**src/rtl/r_multicycle_ctrl.sv**
```systemverilog
// Five-state multi-cycle sequencer for the R-type datapath: fetch handshake,
// decode/trap, ALU/flag strobes, write-back and a retired-instruction counter.
module r_multicycle_ctrl #(
    parameter int CNT_W = 32
) (
    input  logic             clk,
    input  logic             rst,
    input  logic [5:0]       op,
    input  logic [5:0]       func,
    input  logic             imem_ack,
    output logic             imem_req,
    output logic             ir_write,
    output logic             pc_write,
    output logic             ab_write,
    output logic             alu_out_write,
    output logic [2:0]       alu_op,
    output logic             set_zf,
    output logic             set_of,
    output logic             write_reg,
    output logic             illegal,
    output logic [2:0]       state,
    output logic [CNT_W-1:0] inst_count
);

    typedef enum logic [2:0] {
        S_IF   = 3'd0,
        S_ID   = 3'd1,
        S_EX   = 3'd2,
        S_WB   = 3'd3,
        S_HALT = 3'd4
    } state_t;

    state_t           state_q, state_d;
    logic [2:0]       alu_op_q, dec_alu_op;
    logic             of_en_q, dec_of_en, dec_valid;
    logic             illegal_q;
    logic [CNT_W-1:0] cnt_q;

    // R-type decode; only meaningful while IR is valid (ID cycle).
    always_comb begin
        dec_valid  = 1'b0;
        dec_alu_op = 3'b000;
        dec_of_en  = 1'b0;
        if (op == 6'b000000) begin
            dec_valid = 1'b1;
            case (func)
                6'b100000: begin dec_alu_op = 3'b100; dec_of_en = 1'b1; end
                6'b100010: begin dec_alu_op = 3'b101; dec_of_en = 1'b1; end
                6'b100100: dec_alu_op = 3'b000;
                6'b100101: dec_alu_op = 3'b001;
                6'b100110: dec_alu_op = 3'b010;
                6'b100111: dec_alu_op = 3'b011;
                6'b101011: dec_alu_op = 3'b110;
                6'b000100: dec_alu_op = 3'b111;
                default:   dec_valid  = 1'b0;
            endcase
        end
    end

    always_comb begin
        state_d       = state_q;
        imem_req      = 1'b0;
        ir_write      = 1'b0;
        pc_write      = 1'b0;
        ab_write      = 1'b0;
        alu_out_write = 1'b0;
        set_zf        = 1'b0;
        set_of        = 1'b0;
        write_reg     = 1'b0;
        case (state_q)
            S_IF: begin
                imem_req = 1'b1;
                if (imem_ack) begin
                    ir_write = 1'b1;
                    pc_write = 1'b1;
                    state_d  = S_ID;
                end
            end
            S_ID: begin
                ab_write = 1'b1;
                state_d  = dec_valid ? S_EX : S_HALT;
            end
            S_EX: begin
                alu_out_write = 1'b1;
                set_zf        = 1'b1;
                set_of        = of_en_q;
                state_d       = S_WB;
            end
            S_WB: begin
                write_reg = 1'b1;
                state_d   = S_IF;
            end
            S_HALT:  state_d = S_HALT;
            default: state_d = S_IF;
        endcase
        // Reset silences every strobe in the cycle it is asserted.
        if (rst) begin
            state_d       = S_IF;
            imem_req      = 1'b0;
            ir_write      = 1'b0;
            pc_write      = 1'b0;
            ab_write      = 1'b0;
            alu_out_write = 1'b0;
            set_zf        = 1'b0;
            set_of        = 1'b0;
            write_reg     = 1'b0;
        end
    end

    always_ff @(posedge clk) begin
        if (rst) begin
            state_q   <= S_IF;
            alu_op_q  <= 3'b000;
            of_en_q   <= 1'b0;
            illegal_q <= 1'b0;
            cnt_q     <= '0;
        end else begin
            state_q <= state_d;
            if (state_q == S_ID) begin
                if (dec_valid) begin
                    alu_op_q <= dec_alu_op;
                    of_en_q  <= dec_of_en;
                end else begin
                    illegal_q <= 1'b1;
                end
            end
            if (state_q == S_WB)
                cnt_q <= cnt_q + CNT_W'(1);
        end
    end

    assign alu_op     = alu_op_q;
    assign illegal    = illegal_q;
    assign state      = state_q;
    assign inst_count = cnt_q;

endmodule

```
**config.mk**
```make
export PLATFORM = sky130hd
export DESIGN_NAME = r_multicycle_ctrl
export DESIGN_NICKNAME = d
export VERILOG_FILES = /design/src/rtl/r_multicycle_ctrl.sv
export SDC_FILE = /design/constraint.sdc
export NUM_CORES = 1
export LEC_CHECK = 0
export BUFFER_PORTS_ARGS = -buffer_cell sky130_fd_sc_hd__buf_2
export CORE_ASPECT_RATIO = 0.8
export CORE_MARGIN = 2
export CORE_UTILIZATION = 40
export CTS_BUF_LIST = sky130_fd_sc_hd__clkbuf_8
export DETAILED_ROUTE_END_ITERATION = 7
export GPL_TIMING_DRIVEN = 0
export PLACE_DENSITY = 0.76
export SLEW_MARGIN = 20
export SYNTH_ARGS = -nofsm -noshare
export SYNTH_HDL_FRONTEND = slang
export SYNTH_SLANG_ARGS = --single-unit
```
**constraint.sdc**
```tcl
create_clock -name clk -period 2.4 [get_ports clk]
set_input_delay 0.6 -clock clk [delete_from_list [all_inputs] [get_ports clk]]
set_output_delay 0.6 -clock clk [all_outputs]
set_load 0.02 [all_outputs]
```
==> run summary <==
### Status
* **run status** finished clean

### Setup path
* **max incr delay on CP** 510 ps
* **reg-to-reg critical path startpoint** inst_count[10]$_SDFFE_PP0N_
* **Worst setup SP type** register
* **required time reported for the critical path endpoint** 1800 ps
* **cell-by-cell trace of the critical path** or3b_2, or2_2, inv_1, buf_2
* **launching instance or port of the critical path** state[1]$_SDFFE_PP0P_
* **endpoint kind of the worst setup timing path** output pin
* **biggest fanout along the worst timing path** 9
* **critical path's slowest cell** sky130_fd_sc_hd__or3b_2
* **signal arrival time at the worst endpoint** 1710 ps
* **kind of critical path** reg -> out

### Clock network
* **hold buffer count at cts** 0
* **H-tree levels** 2
* **clock-pin slew of the registers on the worst-case setup and hold paths** 80 ps
* **cts bufs inserted** 5
* **cell at the root of the clock tree** sky130_fd_sc_hd__clkbuf_8
* **Skew-Pair Late Insertion Delay** 290 ps
* **buffer levels on the longest clock path** 2
* **sink count of the clock tree** 40
* **setup bufs post-CTS** 0
* **CTS tree** built

### Hold path
* **worst hold start** alu_op[0]$_SDFFE_PP0P_
* **worst hold path type** reg -> reg

### STA
* **final hold vios** 0
* **worst slack on hold paths** 487.9 ps
* **unrepaired setup endpoints after global routing** false
* **Final period util** 96.37%
* **worst slew pin tran** 825.1 ps
* **Max Freq** 432.4 MHz
* **final critical path time including I/O delays and setup** 2313 ps
* **worst clock skew** 7.409 ps
* **worst rel slew slack** 44.66%
* **pins over their slew limit** 0
* **count of endpoints failing setup in the final report** 0
* **setup slack after layout** 87.17 ps

### Cells and area
* **synthesis-to-layout area growth** 24.47%
* **fin nets** 328
* **number of diodes** 0
* **count of non-filler cells in the finished layout** 375
* **post-route standard cell area excluding fillers** 2565 um^2
* **share of post-route cells with drive strength above 1** 30.03%

### Floorplan
* **Top Ports** 62
* **core area** 4979 um^2
* **Die H** 68.20 um
* **die outline area** 5746 um^2
* **row cnt** 23
* **Horiz. Die Dim** 84.25 um
* **Starting Density** 41.39%

### Placed design
* **post-placement cell area** 2450 um^2
* **pre-CTS setup slack** -4.787 ps
* **cell count after placement** 367
* **final estimated routing congestion in global placement** 0.7654
* **count of buffers inserted at the top-level ports** 61
* **Detailed Place HPWL** 3.719 mm

### Synthesis
* **Main synth FF type** sky130_fd_sc_hd__dfxtp_1
* **synth cell count leaders** 40 x sky130_fd_sc_hd__dfxtp_1, 19 x sky130_fd_sc_hd__a21oi_1, 18 x sky130_fd_sc_hd__nor2_1, 14 x sky130_fd_sc_hd__nand2_1, 12 x sky130_fd_sc_hd__nand3_1
* **share of flip-flops with an asynchronous set or reset after synthesis** 0%
* **cell type with the largest total area after synthesis** sky130_fd_sc_hd__dfxtp_1
* **Cells after Synth** 244
* **post-synthesis sequential element count** 40
* **count of unique library cells instantiated by Yosys** 48
* **count of flip-flops with a built-in enable after synthesis** 0
* **cell types occupying the most area after synthesis** sky130_fd_sc_hd__dfxtp_1 39%, sky130_fd_sc_hd__a21oi_1 4.6%, sky130_fd_sc_hd__nor2_1 3.3%
* **area of the mapped netlist** 2061 um^2
* **count leader, synth** sky130_fd_sc_hd__dfxtp_1
* **synthesized netlist net count** 260
* **Seq/Total Area, Yosys** 38.86%
* **Syn. warnings** 0
* **average cell area after synthesis** 8.446 um^2
* **post-synth top area share** 38.86%

### Power and ir drop
* **maximum ir drop on the vdd rail** 0.2010 mV
* **power density of the placed cells** 508.1 nW/um^2
* **total chip power** 1303 uW
* **leakage** 0.001037 uW

### Detailed routing
* **number of vias in the routed layout** 2,079
* **first-pass detailed-route iteration total** 4
* **routed len/inst** 13.23 um
* **Avg Vias per Cell** 5.544
* **Antenna Nets Post-Route** 0
* **initial drt markers** 163
* **Detailed Route WL** 4.962 mm
* **final routed DRC violation total** 0

### Global route
* **met3 track utilization from global routing** 3.619%
* **GRT Total Usage** 17.89%
* **wire length of the first global-routing pass** 8.286 mm
* **overall overflow remaining after global route** 0
* **met2 Track Usage GR** 28.57%
* **vias in the first global route** 1,790
* **peak-usage layer in the global routing report** met2
* **largest net degree at the start of global routing** 14
* **met1 track demand over resource** 24.72%
* **initial antenna violation count** 0

### Flow run
* **Max-Cap Viols** 0

[metal layers]
metal,up-vias,part of all wire (%)
met2,55,45
met3,7,5.7
met1,972,48
met4,0,1.0
li1,1045,-
met5,-,0
[sequential cells by signal, indices dropped and copies added, names as in the netlist]
register and count:
inst_count 32, alu_op 3, of_en_q 1, state 3, illegal 1
[final timing paths]
path / end / slack (ps) / cells past startpoint
worst max register to register: inst_count[29]$_SDFFE_PP0N_ / 210 / 5
worst min register to register: alu_op[0]$_SDFFE_PP0P_ / 490 / 2
worst max-delay path: ab_write / 90 / 4
worst min-delay path: alu_op[0]$_SDFFE_PP0P_ / 490 / 2
[stage by stage]
| stage | utilization, % | TNS (ps) |
|---|---|---|
| after detailed placement | 49.21 | -4.787 |
| after CTS | 51.47 | 0 |
| after global routing | 51.52 | 0 |
| final | 51.52 | 0 |
| after floorplan | - | 0 |
| after global placement | 49.21 | -3.502 |
[layout by cell type (no fill, tap or decap), types with 7 or more instances in the layout]
cell type,n
sky130_fd_sc_hd__nor2b_1,8
sky130_fd_sc_hd__clkbuf_1,7
sky130_fd_sc_hd__nand3_1,12
sky130_fd_sc_hd__nor4_1,7
sky130_fd_sc_hd__nand2_1,14
sky130_fd_sc_hd__inv_1,7
sky130_fd_sc_hd__nand4_1,9
sky130_fd_sc_hd__or4_1,8
sky130_fd_sc_hd__o21ai_0,10
sky130_fd_sc_hd__buf_2,63
sky130_fd_sc_hd__o31ai_1,7
sky130_fd_sc_hd__dfxtp_1,38
sky130_fd_sc_hd__nor2_1,18
sky130_fd_sc_hd__a21oi_1,19
[cell families after synthesis]
kind of cell	count (synthesis)	synth area share [%]
AO/OA/AOI/OAI	49	14.63
XOR/XNOR	9	3.825
adder cells (fa/ha/maj)	1	0.6071
buffers and inverters	21	4.675
flip-flops	40	38.86
multiplexers	8	4.189
AND/OR/NAND/NOR	116	33.21
[area by class of cell]
type / instances / area, um^2
Inverter: 7 / 26.28
Clock buffer: 5 / 68.82
Timing Repair Buffer: 61 / 305.3
Multi-Input combinational cell: 183 / 1170
Clock inverter: 3 / 42.54
Buffer: 14 / 71.32
Sequential cell: 40 / 803.3
Tap cell: 62 / 77.57
Fill cell: 494 / 2414
[power by group]
group / switching [uW] / internal, uW
clock network: 242 / 308
logic: 48.7 / 32.7
registers: 4.70 / 667
total: 295 / 1010
[worst max-delay path, delay by kind of cell (launching register included)]
family	cells	cell delay (ps)
buffers and inverters	2	240
and+or+nand+nor	2	820
DFF	1	360
[timing repair]
action / 4_1_cts / 5_1_grt
hold endpoints to repair: 0 / 0
gates resized for setup: 1 / 2
endpoints found under the setup margin: 1 / 1
(Power assumes the default switching activity.)
